[config.mk]
export PLATFORM = sky130hd
export DESIGN_NAME = mem_bus_arbiter
export DESIGN_NICKNAME = d
export VERILOG_FILES = /design/src/rtl/mmu_bus_pkg.sv /design/src/rtl/bus_timeout_counter.sv /design/src/rtl/mem_bus_arbiter.sv
export SDC_FILE = /design/constraint.sdc
export NUM_CORES = 1
export LEC_CHECK = 0
export ABC_AREA = 1
export CAP_MARGIN = 20
export CORE_AREA = 2 2 126 128
export DETAILED_ROUTE_END_ITERATION = 7
export DIE_AREA = 0 0 128 130
export HOLD_SLACK_MARGIN = 0.12
export PLACE_DENSITY = 0.8
export REMOVE_ABC_BUFFERS = 1
export SLEW_MARGIN = 20
export SYNTH_ARGS = -nofsm -noshare
export SYNTH_HDL_FRONTEND = slang
export SYNTH_SLANG_ARGS = --single-unit
[constraint.sdc]
create_clock -name clk_i -period 5.9 [get_ports clk_i]
set_input_delay 0.885 -clock clk_i [delete_from_list [all_inputs] [get_ports clk_i]]
set_output_delay 0.885 -clock clk_i [all_outputs]
set_load 0.005 [all_outputs]
[src/rtl/mmu_bus_pkg.sv]
// Shared types and constants for the MMU-side memory bus arbiter.
package mmu_bus_pkg;

    typedef enum logic [1:0] {
        IDLE = 2'd0,
        BUSY = 2'd1,
        RESP = 2'd2
    } bus_state_t;

    localparam logic       PORT_I       = 1'b0;
    localparam logic       PORT_D       = 1'b1;
    localparam logic [3:0] BYTESEL_WORD = 4'b1111;

endpackage

[src/rtl/bus_timeout_counter.sv]
// Saturating cycle counter that flags the cycle in which an outstanding
// memory access has waited TIMEOUT cycles. TIMEOUT = 0 disables it.
module bus_timeout_counter #(
    parameter int TIMEOUT = 255
) (
    input  logic clk_i,
    input  logic rst_i,
    input  logic clear_i,
    input  logic enable_i,
    output logic expire_o
);

    // A zero-width counter is illegal, so the disabled case keeps one bit.
    localparam int CNT_W = (TIMEOUT > 0) ? $clog2(TIMEOUT + 1) : 1;
    localparam logic [CNT_W-1:0] CNT_MAX  = CNT_W'(TIMEOUT);
    localparam logic [CNT_W-1:0] CNT_LAST = (TIMEOUT > 0) ? CNT_W'(TIMEOUT - 1) : '0;

    logic [CNT_W-1:0] count_q;

    // Count waiting cycles; stop at TIMEOUT instead of wrapping.
    always_ff @(posedge clk_i or posedge rst_i) begin
        if (rst_i) begin
            count_q <= '0;
        end else if (clear_i) begin
            count_q <= '0;
        end else if (enable_i && (count_q != CNT_MAX)) begin
            count_q <= count_q + CNT_W'(1);
        end
    end

    // Expire in the waiting cycle whose clock edge brings the count to
    // TIMEOUT, so the abort is taken at that same edge.
    assign expire_o = (TIMEOUT != 0) && enable_i && (count_q == CNT_LAST);

endmodule

[src/rtl/mem_bus_arbiter.sv]
// Round-robin arbiter joining the instruction and data uncached request
// ports onto one registered request/acknowledge memory bus, with a
// timeout abort that reports a bus error.
//
// Handshake: a port raises en with stable operands and holds them until
// its ready pulses for one cycle. Toward memory, mem_req_o rises with the
// latched operands and stays high (operands stable) until the cycle in
// which mem_ack_i is seen; mem_rdata_i is taken in that same cycle.
module mem_bus_arbiter
    import mmu_bus_pkg::*;
#(
    parameter int ADDR_W  = 32,
    parameter int DATA_W  = 32,
    parameter int TIMEOUT = 255
) (
    input  logic              clk_i,
    input  logic              rst_i,
    input  logic              ibus_en_i,
    input  logic [ADDR_W-1:0] ibus_addr_i,
    output logic [DATA_W-1:0] ibus_data_o,
    output logic              ibus_ready_o,
    input  logic              dbus_en_i,
    input  logic [ADDR_W-1:0] dbus_addr_i,
    input  logic              dbus_wr_i,
    input  logic [3:0]        dbus_bytesel_i,
    input  logic [DATA_W-1:0] dbus_wdata_i,
    output logic [DATA_W-1:0] dbus_data_o,
    output logic              dbus_ready_o,
    output logic              mem_req_o,
    output logic [ADDR_W-1:0] mem_addr_o,
    output logic              mem_wr_o,
    output logic [3:0]        mem_bytesel_o,
    output logic [DATA_W-1:0] mem_wdata_o,
    input  logic              mem_ack_i,
    input  logic [DATA_W-1:0] mem_rdata_i,
    output logic              bus_error_o,
    output logic              bus_error_src_o
);

    bus_state_t state_q, state_d;
    // Last-served port; while BUSY/RESP it is also the current grantee.
    logic       last_q;
    logic       pick;
    logic       start;
    logic       ack_evt;
    logic       expire;
    logic       tmo_evt;

    // Lone requester wins; on contention the port not served last wins.
    assign pick    = (ibus_en_i && dbus_en_i) ? ~last_q :
                     (dbus_en_i ? PORT_D : PORT_I);
    assign start   = (state_q == IDLE) && (ibus_en_i || dbus_en_i);
    assign ack_evt = (state_q == BUSY) && mem_ack_i;
    // Ack has priority: the counter is not enabled in an ack cycle.
    assign tmo_evt = expire;

    bus_timeout_counter #(
        .TIMEOUT (TIMEOUT)
    ) u_timeout (
        .clk_i    (clk_i),
        .rst_i    (rst_i),
        .clear_i  (start),
        .enable_i ((state_q == BUSY) && !mem_ack_i),
        .expire_o (expire)
    );

    // FSM state register.
    always_ff @(posedge clk_i or posedge rst_i) begin
        if (rst_i) begin
            state_q <= IDLE;
        end else begin
            state_q <= state_d;
        end
    end

    // Next state: grant from IDLE, finish on ack or timeout, one RESP cycle.
    always_comb begin
        state_d = state_q;
        case (state_q)
            IDLE:    if (ibus_en_i || dbus_en_i) state_d = BUSY;
            BUSY:    if (mem_ack_i || expire)    state_d = RESP;
            RESP:    state_d = IDLE;
            default: state_d = IDLE;
        endcase
    end

    // Bus-side registers, per-port results and one-cycle status pulses.
    always_ff @(posedge clk_i or posedge rst_i) begin
        if (rst_i) begin
            last_q          <= PORT_D;
            mem_req_o       <= 1'b0;
            mem_addr_o      <= '0;
            mem_wr_o        <= 1'b0;
            mem_bytesel_o   <= '0;
            mem_wdata_o     <= '0;
            ibus_data_o     <= '0;
            dbus_data_o     <= '0;
            ibus_ready_o    <= 1'b0;
            dbus_ready_o    <= 1'b0;
            bus_error_o     <= 1'b0;
            bus_error_src_o <= 1'b0;
        end else begin
            ibus_ready_o <= 1'b0;
            dbus_ready_o <= 1'b0;
            bus_error_o  <= 1'b0;
            if (start) begin
                last_q    <= pick;
                mem_req_o <= 1'b1;
                if (pick == PORT_D) begin
                    mem_addr_o    <= dbus_addr_i;
                    mem_wr_o      <= dbus_wr_i;
                    mem_bytesel_o <= dbus_bytesel_i;
                    mem_wdata_o   <= dbus_wdata_i;
                end else begin
                    mem_addr_o    <= ibus_addr_i;
                    mem_wr_o      <= 1'b0;
                    mem_bytesel_o <= BYTESEL_WORD;
                    mem_wdata_o   <= '0;
                end
            end
            if (ack_evt || tmo_evt) begin
                mem_req_o <= 1'b0;
                if (last_q == PORT_D) dbus_ready_o <= 1'b1;
                else                  ibus_ready_o <= 1'b1;
            end
            if (ack_evt && !mem_wr_o) begin
                if (last_q == PORT_D) dbus_data_o <= mem_rdata_i;
                else                  ibus_data_o <= mem_rdata_i;
            end
            if (tmo_evt) begin
                if (last_q == PORT_D) dbus_data_o <= '0;
                else                  ibus_data_o <= '0;
                bus_error_o     <= 1'b1;
                bus_error_src_o <= last_q;
            end
        end
    end

endmodule

==> results.toml, run 1 <==
[logic_synthesis]
synth_top_family_by_area = "simple AND/OR/NAND/NOR gates"
synth_compound_area_frac = 0.108
synth-simple-area-share = 0.239
yosys_warnings = 0
avgSynthCellArea_um2 = 9.65
synth_edf_count = 0
async_flop_share = 1.00
synth_ff_type = "dfrtp_1"
syn_inst = 652
synthXorXnorAreaFrac = 0.00417
yosysSeqAreaShare = 0.593
ys_types = 27
synthAdderAreaFrac = 0.00398
syn_area_um2 = 6290
synth-seq-cells = 149
synth.area.mux_share = 0

[final_layout]
final_core_util = 0.625
final_area_um2 = 9650
layout-drive-gt1-share = 0.0801
fillerInstances = 1296
fin_nets = 1051
multiInputGateArea_um2 = 2240
fin_cells = 1116
antennaDiodeCount = 0
sequential_cell_area_um2 = 3730
area_delta_synth_final_pct = 53.3

[global_route]
grt_use_total = 0.221
antenna_found_initial = 0
grt_max_degree = 108
grt_pass1_wl_um = 28600
grt_remaining_overflow = 0
grt_pass1_vias = 5677

[outcome]
status = "finished clean"

[clocking]
ctsHoldBuffers = 0
cts-buffers-inserted = 17
cts_sinks = 149
clk_path_buf_depth = 2
cts-resized-gates = 0
clk_latency_ns = 0.42
root_buffer = "clkbuf_16"
clk_pin_slew_ns = 0.07
htreeDepth = 4
cts_tree = "built"
post-cts-setup-buffers = 0

[floorplan]
die_h_um = 130
rows = 46
die_w_um = 128
core_um2 = 15400
start_util = 0.408
dieArea_um2 = 16600
io_pins = 276

[placement]
io_buffers = 275
dpl_cell_area_um2 = 9080
hpwlAfterDp_um = 12400
post-place-cells = 1084
routabilityCongestion = 0.802

[sta]
rsz0062_at_grt = "false"
fin_crit_ns = 2.70
finClkSkew_ns = 0.0115
slew_viol_final = 0
hold_viol = 0
slew_headroom = 0.367
max_freq_ghz = 0.371
min_period_over_period = 0.457
setup_viol = 0
worst_pin_slew_ns = 0.949
tns_ns = 0

[pwr]
power_frac_seq = 0.371
clkPwrFrac = 0.220
power_density_nw_per_um2 = 488
intPower_uw = 3180
peakVddDrop_mv = 0.235
switchingPower_uw = 1530
switching_share = 0.325
combPwrFrac = 0.409
p_leak_uw = 0.00439

[critical_path]
worstSetupPathType = "in2reg"
required_ns = 6.20
r2r_slack_ns = 3.58
worstRegToRegCells = 6
cp-start-kind = "input pin"
r2r-start = "state_q[1]"
critPathCaptureType = "register"
critical_path.max_fanout = 33
arrival_ns = 3.00

[hold_path]
worstHoldPathCells = 2
hold_path_class = "reg2reg"
hold_end = "mem_addr_o[7]"
min-delay-start = "mem_addr_o[7]"

[routing]
drt-total-wl_um = 17800
via_count = 5604
drc = 0
drt_iter0_markers = 295
drtAntennaViolNets = 0
vias_per_cell = 5.02
avgRoutedWirePerCell_um = 16.0
first_pass_iters = 5

[job]
drv_cap = 0
==> cell usage in the layout (no fill, tap or decap), drive strengths merged <==
cell           count
dfstp              1
clkbuf            19
nor2              54
o22ai              1
clkdlybuf4s50    275
ha                 2
buf                3
bufinv             1
xor2               3
a22o              32
nand2            203
nand4              2
nand3             71
clkinv             5
o21ai             69
inv               25
dfrtp            148
clkinvlp           4
a21oi              2
o22a               4
==> kinds of logic (layout without fill, tap and decap cells) <==
family / count (synthesis) / in the layout
adders and majority gates: 2 / 2
buffers and inverters: 60 / 332
AOI/OAI and AO/OA: 108 / 108
and+or+nand+nor: 330 / 330
DFF: 149 / 149
xor gates and xnor gates: 3 / 3
==> worst max-delay path: stages <==
cell and delay, ns:
clkdlybuf4s50_1 0.51, nand3_2 0.19, nor2_4 0.64, inv_2 0.48, nand3_1 0.20, nand2_1 0.07
==> synth_stat cells, types with 2 or more instances <==
cell        n  area (µm²)
nor2_4      6        67.6
nand2_2     4        25.0
dfrtp_1   148        3700
o21ai_1    17        85.1
o22a_1      4        35.0
inv_2       5        18.8
buf_2      18        90.1
nand2_1   196         736
nand3_1    54         270
nand4_1     2        12.5
nand3_2    17         170
inv_1      15        56.3
inv_4       2        12.5
buf_4       2        15.0
nor2_1     48         180
ha_1        2        25.0
a22o_1     32         280
o21ai_0    51         255
a21oi_1     2        10.0
buf_6       9         101
nand2_4     2        22.5
xor2_1      3        26.3
clkbuf_1    9        33.8
==> worst max path at each step <==
stage	start	end	slack, ns	cells past startpoint
floorplan	rst_i	asynchronous set/reset pin	1.01	1
global placement	mem_ack_i	register	2.81	6
detailed placement	mem_ack_i	register	2.74	6
CTS	mem_ack_i	register	3.19	6
global route	mem_ack_i	register	3.03	6
finish	mem_ack_i	register	3.20	6
==> final cells by class <==
class                           count  share of cell area
Tap cell                          192              0.0249
Inverter                           22             0.00960
Multi-Input combinational cell    443               0.233
Clock buffer                       19              0.0459
Clock inverter                     13              0.0127
Timing Repair Buffer              278               0.288
Sequential cell                   149               0.387
==> per-stage QoR <==
| step | setup WS (ns) | power [µW] | hold WS, ns |
|---|---|---|---|
| 6_report | 3.20 | 4710 | 0.484 |
| 5_1_grt | 3.03 | 5020 | 0.504 |
| 4_1_cts | 3.19 | 4760 | 0.490 |
| 3_5_place_dp | 2.74 | 3700 | 0.474 |
| 3_3_place_gp | 2.81 | 3650 | 0.461 |
| 2_1_floorplan | 1.01 | 2470 | 0.464 |
==> per-layer routing <==
metal	share of wire	wire length, µm	track usage
met1	0.40	7110	0.263
met2	0.49	8640	0.366
met3	0.091	1630	0.0857
met4	0.024	431	0.0808
met5	0	0	0
==> power groups by stage <==
stage	registers [µW]	logic (µW)	clock network (µW)
6_report	1750	1920	1040
5_1_grt	1800	2120	1100
4_1_cts	1750	1950	1060
3_5_place_dp	1760	1940	0
3_3_place_gp	1740	1900	0
2_1_floorplan	1770	699	0
Note: power is estimated with default switching activity, not from simulation.
==> run 2: changes to the inputs <==
Settings changed: CORE_AREA 2 2 126 128 to 2 2 132 134, DIE_AREA 0 0 128 130 to 0 0 134 136, PLACE_DENSITY 0.8 to 0.77.
Clock period 5.9 ns to 2.31 ns, I/O delays scaled along.
==> run 2 against run 1 <==
Net effect:
- routed wire length increased by 2.5%
- via count about the same
- total power increased to 2.6 times the previous value
- largest cell class unchanged
- largest power group unchanged
- highest routed layer unchanged
==> results.toml, run 2 (synthesis gave the netlist of run 1 again) <==
[sta]
finClkSkew_ns = 0.0106
setup_slack_ns = 0.540
tns_ns = 0
setup_viol = 0
min_period_over_period = 0.766
hold_viol = 0
rsz0062_at_grt = "false"
slew_headroom = 0.517
fin_crit_ns = 1.77
max_freq_ghz = 0.565
worst_pin_slew_ns = 0.724
slew_viol_final = 0

[critical_path]
r2r_slack_ns = 0.54
cp-start-kind = "register"
required_ns = 2.61
crit_top_cell = "inv_1"
r2r-start = "u_timeout.count_q[0]"
worstSetupPathType = "reg2reg"
slowest_delay_ns = 0.40
critPathCaptureType = "register"
critical_path.max_fanout = 32
cp_num_buf_inv = 2
worstRegToRegCells = 9
slowest_stage = "dfrtp_1"
path_delay_family = "simple AND/OR/NAND/NOR gates"
arrival_ns = 2.07
cp_cell_sequence = "inv_1 > ha_1 > inv_1 > nor2_1 > nand2_2 > nor2_4 > nand2_4 > nand3_1 > nand2_1"

[final_layout]
area_delta_synth_final_pct = 55.4
fin_nets = 1059
final_cell_mix = "275 x clkdlybuf4s50_1, 196 x nand2_1, 148 x dfrtp_1"
fillerInstances = 1448
antennaDiodeCount = 0
layout-drive-gt1-share = 0.0880
layout.cells.most_common = "clkdlybuf4s50_1"

[floorplan]
die_h_um = 136
core_um2 = 16900
rows = 48
dieArea_um2 = 18200
start_util = 0.373
die_w_um = 134
io_pins = 276

[clocking]
cts-buffers-inserted = 17
root_buffer = "clkbuf_16"
clk_latency_ns = 0.41
clk_path_buf_depth = 2
cts_sinks = 149
cts-resized-gates = 0
ctsHoldBuffers = 0
htreeDepth = 4
clk_pin_slew_ns = 0.06
cts_tree = "built"
post-cts-setup-buffers = 0

[pwr]
clkPwrFrac = 0.220
power_density_nw_per_um2 = 1230
switchingPower_uw = 3880
combPwrFrac = 0.408
p_leak_uw = 0.00444
power_frac_seq = 0.372
peakVddDrop_mv = 0.569
intPower_uw = 8190
switching_share = 0.321

[routing]
via_count = 5600
drtAntennaViolNets = 0
drt-total-wl_um = 18300
drc = 0
first_pass_iters = 5
avgRoutedWirePerCell_um = 15.8
vias_per_cell = 4.84
drt_iter0_markers = 305

[placement]
pre_cts_ws_ns = 0.335
io_buffers = 275
routabilityCongestion = 0.765
hpwlAfterDp_um = 12900

[global_route]
grt_pass1_vias = 5460
grt_max_degree = 46
grt_pass1_wl_um = 29100
grt_use_total = 0.203
antenna_found_initial = 0
grt_remaining_overflow = 0

[hold_path]
hold_path_class = "in2async"

[outcome]
status = "finished clean"

[job]
drv_cap = 0
-- run 2: cell types whose count changed in the layout (fill, tap and decap cells not counted), sizes merged --
| cell | before | now |
|---|---|---|
| clkinvlp | 4 | 5 |
| clkinv | 5 | 4 |
| buf | 3 | 11 |
| inv | 25 | 23 |
| clkbuf | 19 | 21 |
-- run 2: layer usage --
| layer | vias up | share of wire | track usage |
|---|---|---|---|
| met5 | - | 0 | 0 |
| met3 | 26 | 0.082 | 0.0623 |
| met2 | 229 | 0.47 | 0.328 |
| met4 | 0 | 0.017 | 0.0709 |
| met1 | 2667 | 0.43 | 0.260 |
| li1 | 2678 | - | - |
-- run 2: area by class of cell --
type                    instances  area, µm²  share of cell area
multi-input cells             443       2240               0.229
clock inverters                11        100              0.0102
clock buffers                  21        470              0.0481
repair buffers                286       2860               0.293
flip-flops and latches        149       3730               0.381
inverters                      22       92.6             0.00947
well taps                     225        282              0.0288
-- run 2: how the worst max path moves through the flow --
stage                               startpoint                    endpoint  slack (ns)  cells past startpoint
final                     u_timeout.count_q[0]                    register        0.54                      9
after global routing      u_timeout.count_q[0]                    register        0.36                      9
after CTS                 u_timeout.count_q[0]                    register        0.52                      9
after detailed placement             mem_ack_i                    register        0.34                      6
after global placement               dbus_en_i             mem_wdata_o[11]        0.37                      6
after floorplan                          rst_i  asynchronous set/reset pin       -2.04                      1
-- run 2: power groups by stage --
stage | logic, µW | registers [µW] | clock network (µW)
floorplan | 1790 | 4530 | 0
global placement | 4890 | 4480 | 0
detailed placement | 4970 | 4520 | 0
CTS | 5000 | 4490 | 2710
global route | 5390 | 4630 | 2830
finish | 4930 | 4480 | 2660
-- run 2: metrics by stage --
| step | cells | hold WS [ns] | utilization | cell area [µm²] | total power [µW] |
|---|---|---|---|---|---|
| 2_1_floorplan | 614 | 0.463 | - | 6050 | 6310 |
| 3_3_place_gp | 1125 | 0.465 | 0.546 | 9210 | 9370 |
| 3_5_place_dp | 1125 | 0.476 | 0.546 | 9210 | 9490 |
| 4_1_cts | 1157 | 0.348 | 0.579 | 9780 | 12200 |
| 5_1_grt | 1157 | 0.373 | 0.579 | 9780 | 12800 |
| 6_report | 1157 | 0.338 | 0.579 | 9780 | 12100 |
